===== src/rtl/fpr_cdb_arbiter_if.sv =====
`default_nettype none
// ============================================================================
// Module      : fpr_cdb_arbiter_if
// Description : Bundle between the FP execution units and the FPR CDB
//               arbiter. It carries the per-unit request side (valid, ready,
//               ROB tag, 32-bit result) and the registered broadcast side
//               (fpr_cdb_valid / fpr_cdb_tag / fpr_cdb_data) that the
//               reservation stations and the ROB snoop.
//               Modports:
//                 slave  - the arbiter: takes requests, drives ready and
//                          the broadcast.
//                 master - requesters / snoopers: drive requests, observe
//                          ready and the broadcast.
// Revision    : 1.0 - initial release
// ============================================================================
interface fpr_cdb_arbiter_if #(
    parameter int N_REQ     = 4,
    parameter int ROB_WIDTH = 6
);
    logic [N_REQ-1:0]                  req_valid;
    logic [N_REQ-1:0]                  req_ready;
    logic [N_REQ-1:0][ROB_WIDTH-1:0]   req_tag;
    logic [N_REQ-1:0][31:0]            req_data;

    logic                              fpr_cdb_valid;
    logic [ROB_WIDTH-1:0]              fpr_cdb_tag;
    logic [31:0]                       fpr_cdb_data;

    modport slave (
        input  req_valid,
        input  req_tag,
        input  req_data,
        output req_ready,
        output fpr_cdb_valid,
        output fpr_cdb_tag,
        output fpr_cdb_data
    );

    modport master (
        output req_valid,
        output req_tag,
        output req_data,
        input  req_ready,
        input  fpr_cdb_valid,
        input  fpr_cdb_tag,
        input  fpr_cdb_data
    );
endinterface
`default_nettype wire


===== src/rtl/fpr_cdb_arbiter.sv =====
`default_nettype none
// ============================================================================
// Module      : fpr_cdb_arbiter
// Description : Round-robin arbiter for the floating-point common data bus.
//               Each cycle at most one requesting FP unit (0 fadd, 1 fmul,
//               2 fdiv, 3 fsqrt) is granted; the winner's tag and result are
//               registered onto the bus for exactly one cycle and the
//               priority pointer moves to the index after the winner.
// Ports       : clk   - single clock, rising edge
//               reset - asynchronous, active-low reset
//               bus   - request / broadcast bundle (slave side)
// Revision    : 1.0 - initial release
// ============================================================================
module fpr_cdb_arbiter #(
    parameter int N_REQ     = 4,
    parameter int ROB_WIDTH = 6
) (
    input  logic                 clk,
    input  logic                 reset,
    fpr_cdb_arbiter_if.slave     bus
);

    localparam int                   c_PTR_W = (N_REQ > 1) ? $clog2(N_REQ) : 1;
    localparam logic [c_PTR_W:0]     c_N_EXT = (c_PTR_W + 1)'(N_REQ);
    localparam logic [c_PTR_W-1:0]   c_LAST  = c_PTR_W'(N_REQ - 1);

    logic [c_PTR_W-1:0]   r_ptr;
    logic                 r_cdb_valid;
    logic [ROB_WIDTH-1:0] r_cdb_tag;
    logic [31:0]          r_cdb_data;

    logic                 w_found;
    logic [c_PTR_W-1:0]   w_idx;
    logic [c_PTR_W:0]     w_sum;
    logic [c_PTR_W-1:0]   w_next_ptr;
    logic                 w_handshake;

    // Scan priority order ptr, ptr+1, ... (mod N_REQ); first valid wins.
    // Only req_valid and ptr feed this search, so ready never depends on
    // tag or data.
    always_comb begin
        w_found = 1'b0;
        w_idx   = '0;
        w_sum   = '0;
        for (int k = 0; k < N_REQ; k++) begin
            w_sum = {1'b0, r_ptr} + (c_PTR_W + 1)'(k);
            if (w_sum >= c_N_EXT) begin
                w_sum = w_sum - c_N_EXT;
            end
            if (!w_found && bus.req_valid[w_sum[c_PTR_W-1:0]]) begin
                w_found = 1'b1;
                w_idx   = w_sum[c_PTR_W-1:0];
            end
        end
    end

    // Ready is suppressed while reset is held low, independent of the clock.
    always_comb begin
        bus.req_ready = '0;
        if (reset && w_found) begin
            bus.req_ready[w_idx] = 1'b1;
        end
    end

    assign w_handshake = |(bus.req_valid & bus.req_ready);
    assign w_next_ptr  = (w_idx == c_LAST) ? '0 : w_idx + 1'b1;

    // Tag and data hold their last broadcast when idle; only valid drops.
    always_ff @(posedge clk or negedge reset) begin
        if (!reset) begin
            r_ptr       <= '0;
            r_cdb_valid <= 1'b0;
            r_cdb_tag   <= '0;
            r_cdb_data  <= '0;
        end else if (w_handshake) begin
            r_ptr       <= w_next_ptr;
            r_cdb_valid <= 1'b1;
            r_cdb_tag   <= bus.req_tag[w_idx];
            r_cdb_data  <= bus.req_data[w_idx];
        end else begin
            r_cdb_valid <= 1'b0;
        end
    end

    assign bus.fpr_cdb_valid = r_cdb_valid;
    assign bus.fpr_cdb_tag   = r_cdb_tag;
    assign bus.fpr_cdb_data  = r_cdb_data;

endmodule
`default_nettype wire


===== src/flat_wrapper.sv =====
// flat-port wrapper written by rule: the top's interface ports become plain ports
module fpr_cdb_arbiter_flat 
#(
    parameter int N_REQ     = 4,
    parameter int ROB_WIDTH = 6
)
  (clk, reset, bus_req_valid, bus_req_tag, bus_req_data, bus_req_ready, bus_fpr_cdb_valid, bus_fpr_cdb_tag, bus_fpr_cdb_data);
  fpr_cdb_arbiter_if #(.N_REQ(N_REQ), .ROB_WIDTH(ROB_WIDTH)) bus_i ();
  input  logic clk;
  input  logic reset;
  input wire logic [$bits(bus_i.req_valid)-1:0] bus_req_valid;
  input wire logic [$bits(bus_i.req_tag)-1:0] bus_req_tag;
  input wire logic [$bits(bus_i.req_data)-1:0] bus_req_data;
  output wire logic [$bits(bus_i.req_ready)-1:0] bus_req_ready;
  output wire logic [$bits(bus_i.fpr_cdb_valid)-1:0] bus_fpr_cdb_valid;
  output wire logic [$bits(bus_i.fpr_cdb_tag)-1:0] bus_fpr_cdb_tag;
  output wire logic [$bits(bus_i.fpr_cdb_data)-1:0] bus_fpr_cdb_data;
  assign bus_i.req_valid = bus_req_valid;
  assign bus_i.req_tag = bus_req_tag;
  assign bus_i.req_data = bus_req_data;
  assign bus_req_ready = bus_i.req_ready;
  assign bus_fpr_cdb_valid = bus_i.fpr_cdb_valid;
  assign bus_fpr_cdb_tag = bus_i.fpr_cdb_tag;
  assign bus_fpr_cdb_data = bus_i.fpr_cdb_data;
  fpr_cdb_arbiter #(.N_REQ(N_REQ), .ROB_WIDTH(ROB_WIDTH)) u_core (.clk(clk), .reset(reset), .bus(bus_i));
endmodule

===== config.mk =====
export PLATFORM = sky130hd
export DESIGN_NAME = fpr_cdb_arbiter_flat
export DESIGN_NICKNAME = d
export VERILOG_FILES = /design/src/rtl/fpr_cdb_arbiter_if.sv /design/src/rtl/fpr_cdb_arbiter.sv /design/src/flat_wrapper.sv
export SDC_FILE = /design/constraint.sdc
export NUM_CORES = 1
export LEC_CHECK = 0
export ABC_CLOCK_PERIOD_IN_PS = 2500
export BUFFER_PORTS_ARGS = -buffer_cell sky130_fd_sc_hd__buf_2
export CORE_UTILIZATION = 39
export CTS_CLUSTER_SIZE = 25
export DETAILED_ROUTE_END_ITERATION = 16
export PLACE_DENSITY = 0.8
export RECOVER_POWER = 25
export SLEW_MARGIN = 10
export SYNTH_ARGS = -nofsm -noshare
export SYNTH_HDL_FRONTEND = slang
export SYNTH_SLANG_ARGS = --single-unit

===== constraint.sdc =====
create_clock -name clk -period 2.5 [get_ports clk]
set_input_delay 0.25 -clock clk [delete_from_list [all_inputs] [get_ports clk]]
set_output_delay 0.25 -clock clk [all_outputs]
set_load 0.03 [all_outputs]

==> impl_metrics.py, run 1 <==
metrics = {
    "route": {
        "routed-wl-met2_mm": 3.918,
        "routed-wl-met3_um": 501,
        "drc": 0,
        "route.vias.total": 2641,
        "dr.max_layer_used": "met4",
        "drtIter0Drc": 49,
        "wl_met1_mm": 2.884,
        "ant_nets": 0,
        "vias_per_cell": 4.864,
        "dr.pass1.iters": 6,
        "avgRoutedWirePerCell_um": 13.56,
        "wl_mm": 7.362,
    },
    "clock_network": {
        "clkLatencyLatePin_ns": 0.28,
        "clockBufferDepth": 2,
        "path_clk_slew_ns": 0.07,
        "cts_made_buffers": 5,
        "cts.sinks": 41,
        "cts_root_buffer": "clkbuf_8",
        "cts_tree": "done",
        "hold_buffers": 0,
        "htree_levels": 2,
    },
    "die": {
        "core_area_um2": 7687,
        "die_w_um": 90.95,
        "ios": 201,
        "rows": 32,
        "start_util": 0.4014,
        "die-area_um2": 8271,
        "die_y_um": 90.95,
    },
    "global_route": {
        "antenna_found_initial": 0,
        "grt_start_max_net_pins": 42,
        "grt_first_pass_wirelength_mm": 11.40,
        "overflow": 0,
        "grt_util_all_layers": 0.1707,
        "grt_pass1_vias": 2505,
    },
    "synth": {
        "syn_inst": 237,
        "synth.avg_cell_area_um2": 13.02,
        "synth_area_leader_cell": "mux2i_1",
        "ys_seq_area_frac": 0.3325,
        "synth-seq-cells": 41,
        "syn-num-nets": 398,
        "yosysTopAreaCellShare": 0.3763,
        "ys_warn_count": 0,
        "synthTopCellsByArea": "mux2i_1, dfrtp_1, mux2_4, buf_6, buf_2",
        "synth_cell_types": 22,
        "syn_area_um2": 3085,
    },
    "pwr": {
        "power.leakage_nw": 2.482,
        "vdd_drop_max_uv": 511.8,
        "power_density_nw_per_um2": 1130,
    },
    "placement": {
        "gp_congestion": 0.7043,
        "dp_hpwl_mm": 5.673,
        "io_buffers": 200,
    },
    "sta": {
        "max_slew_margin": 0.3385,
        "fin_tns_setup_ns": 0,
        "finalSetupViolations": 0,
        "layout_min_cycle_time_ns": 2.471,
        "drv_slew": 0,
        "clock.fmax_mhz": 404.6,
        "timing.final.hold_violations": 0,
        "finalClockSkew_ns": 0.003097,
        "fin_crit_sh": 0.9886,
        "rsz0062_at_grt": "yes",
        "worst_pin_slew_ns": 0.9923,
    },
    "worst_setup_path": {
        "r2r_cells": 9,
        "cp_data_arrival_time_ns": 2.64,
        "cp.required_ns": 2.67,
        "startpoint_type": "flop",
        "crit_chain": "mux2i_1 -> a211oi_4 -> inv_4 -> ha_4 -> a222oi_1 -> a21o_4 -> buf_4 -> buf_4 -> mux2_4",
        "cp_top_family": "compound AO/OA/AOI/OAI gates",
        "cp-endpoint": "u_core.r_ptr[1]",
        "critical_path.endpoint_type": "flop",
        "cp_max_fo": 6,
        "worst-r2r-setup-slack_ns": 0.03,
        "reg2reg_to": "u_core.r_ptr[1]",
        "crit_path_frequent_cell": "buf_4",
        "crit_start": "u_core.r_ptr[1]",
        "cp_slowest_cell": "dfrtp_2",
        "reg2reg_from": "u_core.r_ptr[1]",
        "crit_buf_inv": 3,
        "slowest_delay_ns": 0.46,
        "worstSetupPathType": "reg -> reg",
        "cp.depth": 9,
    },
    "cells_and_area": {
        "nNetsFinal": 602,
        "drive_gt1_frac": 0.6100,
        "final_cell_mix": "buf_2, mux2i_1, dfrtp_1",
        "area_growth_pct": 41.81,
        "postLayoutCoreUtil": 0.5692,
        "layout_commonest_cell": "buf_2",
        "antenna_cells": 0,
    },
    "run_status": {
        "status": "completed",
    },
    "worst_hold_path": {
        "min_path_type": "in -> async",
    },
    "run": {
        "drv_cap": 0,
    },
}
-- worst min path at each step --
stage,from,endpoint,slack [ns]
6_report,reset,u_core.bus.fpr_cdb_data[8],0.37
5_1_grt,bus_req_data[7],u_core.bus.fpr_cdb_data[7],0.39
4_1_cts,reset,u_core.r_ptr[1],0.12
3_5_place_dp,reset,u_core.bus.fpr_cdb_data[4],0.43
3_3_place_gp,reset,u_core.bus.fpr_cdb_data[5],0.42
2_1_floorplan,reset,u_core.bus.fpr_cdb_data[0],-0.05
-- power breakdown --
part           internal, mW  switching (mW)
clock                 0.290           0.210
sequential             1.01           0.202
combinational          1.54            1.70
total                  2.84            2.11
-- area by class of cell --
class | count | area, µm²
fill | 668 | 3312
multi-input combinational | 175 | 1954
timing repair buffer | 214 | 1145
sequential | 41 | 1027
tap | 102 | 127.6
clock buffer | 5 | 68.82
clock inverter | 2 | 35.03
inverter | 4 | 17.52
-- through the flow --
stage                     cell area, µm²  worst slack, ns  hold WS [ns]  cells  total power [mW]
final                               4375          0.02852        0.3682    543             4.945
after global routing                4375         -0.05202        0.3936    543             5.231
after CTS                           4315          0.01189        0.1169    537             4.930
after detailed placement            4212          0.03720        0.4342    530             4.410
after global placement              4212           0.1284        0.4173    530             4.327
after floorplan                     3152        -0.004901      -0.04559    237             3.716
-- synth_stat cells --
library cell	n
a21oi_1	3
buf_2	9
o22a_1	1
o41a_1	1
a222oi_1	1
nor2_1	1
mux2_1	1
o21a_1	1
nand2_2	1
inv_2	2
a211oi_2	1
mux2i_1	116
nor3b_1	1
inv_1	2
ha_1	3
nand2_1	1
dfrtp_1	41
and2_1	3
o41ai_1	1
mux2_4	38
a21o_4	1
buf_6	8
-- cell families after synthesis --
kind of cell,after synthesis,synth area share
simple gates,7,0.01298
mux,155,0.5649
fa+ha+maj,3,0.01217
compound gates,10,0.02879
flops,41,0.3325
buf+inv,21,0.04866
-- layer usage --
layer | GRT usage | vias up
met5 | 0 | -
met4 | 0.03704 | 0
met3 | 0.04104 | 6
met2 | 0.3327 | 118
met1 | 0.1845 | 1232
li1 | - | 1285
-- sequential cells by signal, indices dropped and copies added, names as in the netlist --
name                      cells
u_core.r_ptr                  2
u_core.bus.fpr_cdb_valid      1
u_core.bus.fpr_cdb_data      32
u_core.bus.fpr_cdb_tag        6
-- timing repair --
action                     4_1_cts  5_1_grt
setup endpoints to repair        0       34
buffers inserted                 0        5
resized for setup                0        1
Power figures use the tool's default switching activity.
==> run 2, diff against run 1 <==
==> constraint.sdc (replaced) <==
create_clock -name clk -period 2.5 [get_ports clk]
set_input_delay 0.25 -clock clk [delete_from_list [all_inputs] [get_ports clk]]
set_output_delay 0.25 -clock clk [all_outputs]
set_load 0.05 [all_outputs]
==> impl_metrics.py, run 2 (synthesis gave the netlist of run 1 again) <==
metrics = {
    "pwr": {
        "p_sw_mw": 2.637,
        "p_clk_frac": 0.112,
        "switching_share": 0.4789,
        "vdd_drop_max_uv": 611.5,
        "pwr-share-seq": 0.222,
        "combPwrFrac": 0.666,
        "power_density_nw_per_um2": 1263,
        "power.leakage_nw": 2.420,
        "cell_internal_pwr_mw": 2.869,
    },
    "sta": {
        "finalSetupViolations": 0,
        "drv_slew": 0,
        "clock.fmax_mhz": 413.6,
        "final.setup.worst_slack_ns": 0.08213,
        "layout_min_cycle_time_ns": 2.418,
        "fin_crit_sh": 0.9671,
        "max_slew_margin": 0.5753,
        "rsz0062_at_grt": "yes",
        "worst_pin_slew_ns": 0.6370,
        "finalClockSkew_ns": 0.006856,
        "timing.final.hold_violations": 0,
    },
    "global_route": {
        "grt_most_used_layer": "met2",
        "antenna_found_initial": 0,
        "grt_pass1_vias": 2523,
        "grt_use_met2": 0.3239,
        "grt_start_max_net_pins": 41,
        "grt_first_pass_wirelength_mm": 11.50,
        "gr-usage-met3": 0.04104,
        "grt_use_met1": 0.1954,
        "overflow": 0,
        "grt_util_all_layers": 0.1728,
    },
    "worst_setup_path": {
        "crit_chain": "mux2i_1 -> a211oi_4 -> inv_4 -> ha_4 -> a222oi_1 -> a21o_4 -> buf_12 -> mux2_1",
        "cp_max_fo": 15,
        "cp_top_family": "compound AO/OA/AOI/OAI gates",
        "r2r_cells": 8,
        "cp-endpoint": "u_core.bus.fpr_cdb_tag[5]",
        "worst-r2r-setup-slack_ns": 0.08,
        "cp.required_ns": 2.68,
        "crit_start": "u_core.r_ptr[1]",
        "crit_buf_inv": 2,
        "cp_slowest_cell": "dfrtp_2",
        "critical_path.endpoint_type": "flop",
        "reg2reg_from": "u_core.r_ptr[1]",
        "cp.depth": 8,
        "cp_data_arrival_time_ns": 2.59,
        "worstSetupPathType": "reg -> reg",
        "reg2reg_to": "u_core.bus.fpr_cdb_tag[5]",
        "startpoint_type": "flop",
        "slowest_delay_ns": 0.46,
    },
    "die": {
        "rows": 32,
        "start_util": 0.4014,
        "ios": 201,
        "die_w_um": 90.95,
        "die-area_um2": 8271,
        "core_area_um2": 7687,
        "die_y_um": 90.95,
    },
    "clock_network": {
        "cts_made_buffers": 5,
        "cts_root_buffer": "clkbuf_8",
        "clockBufferDepth": 2,
        "htree_levels": 2,
        "cts.sinks": 41,
        "path_clk_slew_ns": 0.08,
        "clkLatencyLatePin_ns": 0.29,
        "cts_tree": "done",
    },
    "cells_and_area": {
        "area_growth_pct": 41.32,
        "finalNonFillerCells": 541,
        "nNetsFinal": 599,
        "largest_reg_flops": 32,
        "antenna_cells": 0,
        "final_cell_mix": "buf_2, mux2i_1, dfrtp_1",
        "drive_gt1_frac": 0.5558,
        "layout_commonest_cell": "buf_2",
    },
    "route": {
        "drtIter0Drc": 51,
        "ant_nets": 0,
        "dr.pass1.iters": 4,
        "route.vias.total": 2617,
        "avgRoutedWirePerCell_um": 13.45,
        "vias_per_cell": 4.837,
        "wl_mm": 7.276,
        "drc": 0,
    },
    "placement": {
        "gp_congestion": 0.7128,
        "dp.cells": 530,
        "io_buffers": 200,
        "dp_hpwl_mm": 5.666,
        "detailedPlace.worstSlack_ns": -0.001521,
    },
    "worst_hold_path": {
        "min_path_type": "in -> reg",
        "min_path_cells": 4,
    },
    "run_status": {
        "status": "completed",
    },
    "run": {
        "drv_cap": 0,
    },
}
==> run 2: changes by cell type in the layout (fill, tap and decap cells not counted) <==
cell           previous run  this run
buf_2                   199       177
clkbuf_1                  1        23
buf_4                    10         7
bufinv_16                 1         2
clkbuf_2                  1         0
dlygate4sd3_1             0         1
==> run 2: worst min-delay path, cell delays in order <==
cell     delay, ns
buf_2         0.08
mux2i_1       0.05
mux2i_1       0.11
mux2_1        0.13
==> run 2: layer usage <==
layer	part of all wire	vias to the layer above
li1	-	1281
met2	0.51	117
met3	0.071	9
met5	0	-
met4	0.0092	0
met1	0.41	1210
==> run 2: repair_timing <==
action / 4_1_cts / 5_1_grt
cloned: 0 / 1
hold buffers: 1 / 0
setup endpoints to repair: 18 / 34
setup buffers: 1 / 0
pin swaps: 1 / 3
endpoints found under the hold margin: 5 / 0
resized for setup: 0 / 1
==> run 2: power by group through the flow <==
stage | sequential, mW | combinational [mW] | clock, mW
final | 1.22 | 3.66 | 0.617
after global routing | 1.27 | 3.86 | 0.666
after CTS | 1.22 | 3.72 | 0.641
after detailed placement | 1.22 | 3.72 | 0
after global placement | 1.22 | 3.62 | 0
after floorplan | 2.33 | 1.90 | 0
==> run 2: layout make-up <==
| type | count | area [µm²] |
|---|---|---|
| fill | 678 | 3327 |
| multi-input combinational | 175 | 1954 |
| timing repair buffer | 211 | 1100 |
| sequential | 41 | 1027 |
| tap | 102 | 127.6 |
| clock buffer | 5 | 68.82 |
| clock inverter | 3 | 65.06 |
| inverter | 4 | 17.52 |
==> run 2: worst min path at each step <==
stage                     start                     endpoint  slack, ns
2_1_floorplan             reset   u_core.bus.fpr_cdb_data[0]      -0.05
3_3_place_gp              reset              u_core.r_ptr[1]       0.10
3_5_place_dp              reset              u_core.r_ptr[1]       0.11
4_1_cts                   reset   u_core.bus.fpr_cdb_data[6]       0.37
5_1_grt        bus_req_data[27]  u_core.bus.fpr_cdb_data[27]       0.39
6_report         bus_req_tag[5]    u_core.bus.fpr_cdb_tag[5]       0.37
==> run 2: stage by stage <==
step / instance area, µm² / TNS, ns / power [mW] / util / hold WS [ns]
floorplan: 3152 / -0.1713 / 4.228 / - / -0.04559
global route: 4360 / -0.008435 / 5.805 / 0.5672 / 0.3854
finish: 4360 / 0 / 5.506 / 0.5672 / 0.3688
detailed placement: 4212 / -0.001955 / 4.939 / 0.5479 / 0.1143
global placement: 4212 / 0 / 4.845 / 0.5479 / 0.1016
CTS: 4363 / 0 / 5.583 / 0.5675 / 0.3661
==> run 3, diff against run 2 <==
ABC_AREA = 1   (was default)
CORE_UTILIZATION = 42   (was 39)
==> impl_metrics.py, run 3 <==
metrics = {
    "die": {
        "rows": 34,
        "die_y_um": 98.89,
        "start_util": 0.4434,
        "ios": 201,
        "die_w_um": 98.89,
        "core_area_um2": 8891,
        "die-area_um2": 9778,
    },
    "sta": {
        "max_slew_margin": 0.4691,
        "timing.final.hold_violations": 0,
        "finalClockSkew_ns": 0.003241,
        "fin_crit_sh": 1.009,
        "layout_min_cycle_time_ns": 2.523,
        "rsz0062_at_grt": "yes",
        "final.setup.worst_slack_ns": -0.02323,
        "worst_pin_slew_ns": 0.7964,
        "finalSetupViolations": 19,
        "clock.fmax_mhz": 396.3,
        "drv_slew": 0,
    },
    "worst_setup_path": {
        "r2r_cells": 17,
        "crit_path_frequent_cell": "nand2_1",
        "worstSetupPathType": "reg -> out",
        "slowest_delay_ns": 0.47,
        "startpoint_type": "flop",
        "cp_data_arrival_time_ns": 2.27,
        "crit_chain": "inv_4 -> nand2_1 -> nand2_1 -> nand2_1 -> nand2_2 -> nor2_4 -> nand3_1 -> nand3_4 -> inv_4 -> ha_2 -> nand3_2 -> inv_1 -> buf_4",
        "cp_slowest_cell": "dfrtp_2",
        "critical_path.endpoint_type": "primary output",
        "cp_max_fo": 8,
        "cp.required_ns": 2.25,
    },
    "run": {
        "drv_cap": 0,
    },
    "synth": {
        "ys_warn_count": 0,
        "synthArstFlopShare": 1.000,
        "yosys.cell_count.top_type": "nand2_1",
        "syn_area_um2": 3943,
        "synth.avg_cell_area_um2": 5.592,
        "synth_flop_cell": "dfrtp_1",
        "synth-edff-count": 0,
        "ys_seq_area_frac": 0.2602,
        "synth_cell_types": 20,
        "yosysTopAreaCellShare": 0.2602,
        "synth_area_leader_cell": "dfrtp_1",
        "synth_common_cells": "nand2_1, nand3_1, inv_1",
        "synth-seq-cells": 41,
        "synthTopCellsByArea": "dfrtp_1, nand3_1, nand2_1, inv_1, buf_2",
        "syn_inst": 705,
        "syn-num-nets": 866,
    },
    "worst_hold_path": {
        "min_path_type": "in -> reg",
        "min_path_cells": 7,
    },
    "cells_and_area": {
        "num-fill-cells": 914,
        "largest_reg_flops": 32,
        "nNetsFinal": 1061,
        "postLayoutCoreUtil": 0.6243,
        "antenna_cells": 0,
        "drive_gt1_frac": 0.3385,
        "layout_commonest_cell": "buf_2",
        "area_growth_pct": 40.78,
        "final_cell_mix": "buf_2, nand3_1, nand2_1",
        "fin_area_um2": 5550,
    },
    "global_route": {
        "grt_util_all_layers": 0.2366,
        "grt_first_pass_wirelength_mm": 18.99,
        "grt_start_max_net_pins": 77,
        "grt_pass1_vias": 4177,
        "antenna_found_initial": 0,
        "overflow": 0,
    },
    "route": {
        "dr.pass1.iters": 5,
        "route.vias.total": 4909,
        "avgRoutedWirePerCell_um": 12.66,
        "drc": 0,
        "ant_nets": 0,
        "vias_per_cell": 4.865,
        "wl_mm": 12.77,
        "drtIter0Drc": 223,
    },
    "placement": {
        "dpl-instance-area_um2": 4987,
        "dp_hpwl_mm": 8.546,
        "io_buffers": 200,
        "gp_congestion": 0.9055,
    },
    "clock_network": {
        "clockBufferDepth": 2,
        "path_clk_slew_ns": 0.07,
        "cts_tree": "done",
        "clkLatencyLatePin_ns": 0.29,
        "cts_made_buffers": 5,
        "htree_levels": 2,
        "cts_root_buffer": "clkbuf_8",
        "cts.sinks": 41,
    },
    "run_status": {
        "status": "finished, violations left",
        "violations": "negative setup slack",
    },
}
run 3: changes by cell type after synthesis, moves of 3 or more:
cell and change:
mux2i_1 -116, and2_1 -3, nor2_1 +6, inv_1 +161
nand2_2 +3, mux2_4 -38, buf_4 +11, nand2_1 +228
nand3_1 +200, buf_6 -5, clkbuf_1 +6, buf_2 +14
run 3: through the flow:
step | std cells | worst slack [ns] | hold WS (ns) | setup TNS (ns)
after global routing | 1009 | -0.1255 | 0.3642 | -4.230
final | 1009 | -0.02323 | 0.3487 | -0.1289
after detailed placement | 985 | 0.04655 | 0.2316 | 0
after global placement | 985 | 0.1506 | 0.2259 | 0
after floorplan | 705 | 0.007656 | -0.04559 | 0
after CTS | 994 | 0.001265 | 0.3387 | 0
run 3: cell type report:
cell class / instances / area [µm²] / area share
clock buffers: 8 / 80.08 / 0.01443
inverters: 166 / 628.1 / 0.1132
multi-input cells: 453 / 2266 / 0.4083
flip-flops and latches: 41 / 1028 / 0.1853
well taps: 108 / 135.1 / 0.02435
repair buffers: 233 / 1413 / 0.2545
run 3: worst paths after layout:
kind                                             startpoint                     endpoint  slack (ns)
worst min-delay path                       bus_req_data[74]  u_core.bus.fpr_cdb_data[10]        0.35
min in group asynchronous                             reset              u_core.r_ptr[0]        0.47
worst max-delay path                        u_core.r_ptr[0]             bus_req_ready[0]       -0.02
worst max register to register              u_core.r_ptr[0]  u_core.bus.fpr_cdb_data[27]       -0.01
worst min register to register  u_core.bus.fpr_cdb_data[14]  u_core.bus.fpr_cdb_data[14]        0.50
max in group asynchronous                             reset  u_core.bus.fpr_cdb_data[29]        1.31
run 3: worst max-delay path, delay by kind of cell (launching register included):
family / cells / cell delay, ns
flops: 1 / 0.47
fa+ha+maj: 1 / 0.19
simple gates: 8 / 0.79
buf+inv: 4 / 0.53
run 3: routing by layer:
metal / wire [µm] / up-vias / global-route usage
li1: - / 2514 / -
met1: 5373 / 2173 / 0.2948
met2: 6351 / 202 / 0.4255
met3: 813 / 20 / 0.03617
met4: 233 / 0 / 0.05970
met5: 0 / - / 0
run 3: kinds of logic after synthesis:
kind of cell | count (synthesis) | share of synthesized area
buffers and inverters | 211 | 0.2244
AOI/OAI and AO/OA | 2 | 0.002536
adders and majority gates | 3 | 0.009522
DFF | 41 | 0.2602
and+or+nand+nor | 448 | 0.5033
run 3: timing repair:
action                                  in CTS  in global routing
hold buffers                                 1                  0
pin swaps                                    0                 22
hold endpoints to repair                    16                  0
endpoints found under the setup margin       3                 45
gates cloned                                 0                  5
gates resized for setup                      8                 76
buffers inserted                             0                 10
Power of run 3 is not shown: default switching activity piles up to over one toggle a cycle in this logic, so the estimate is an artifact.
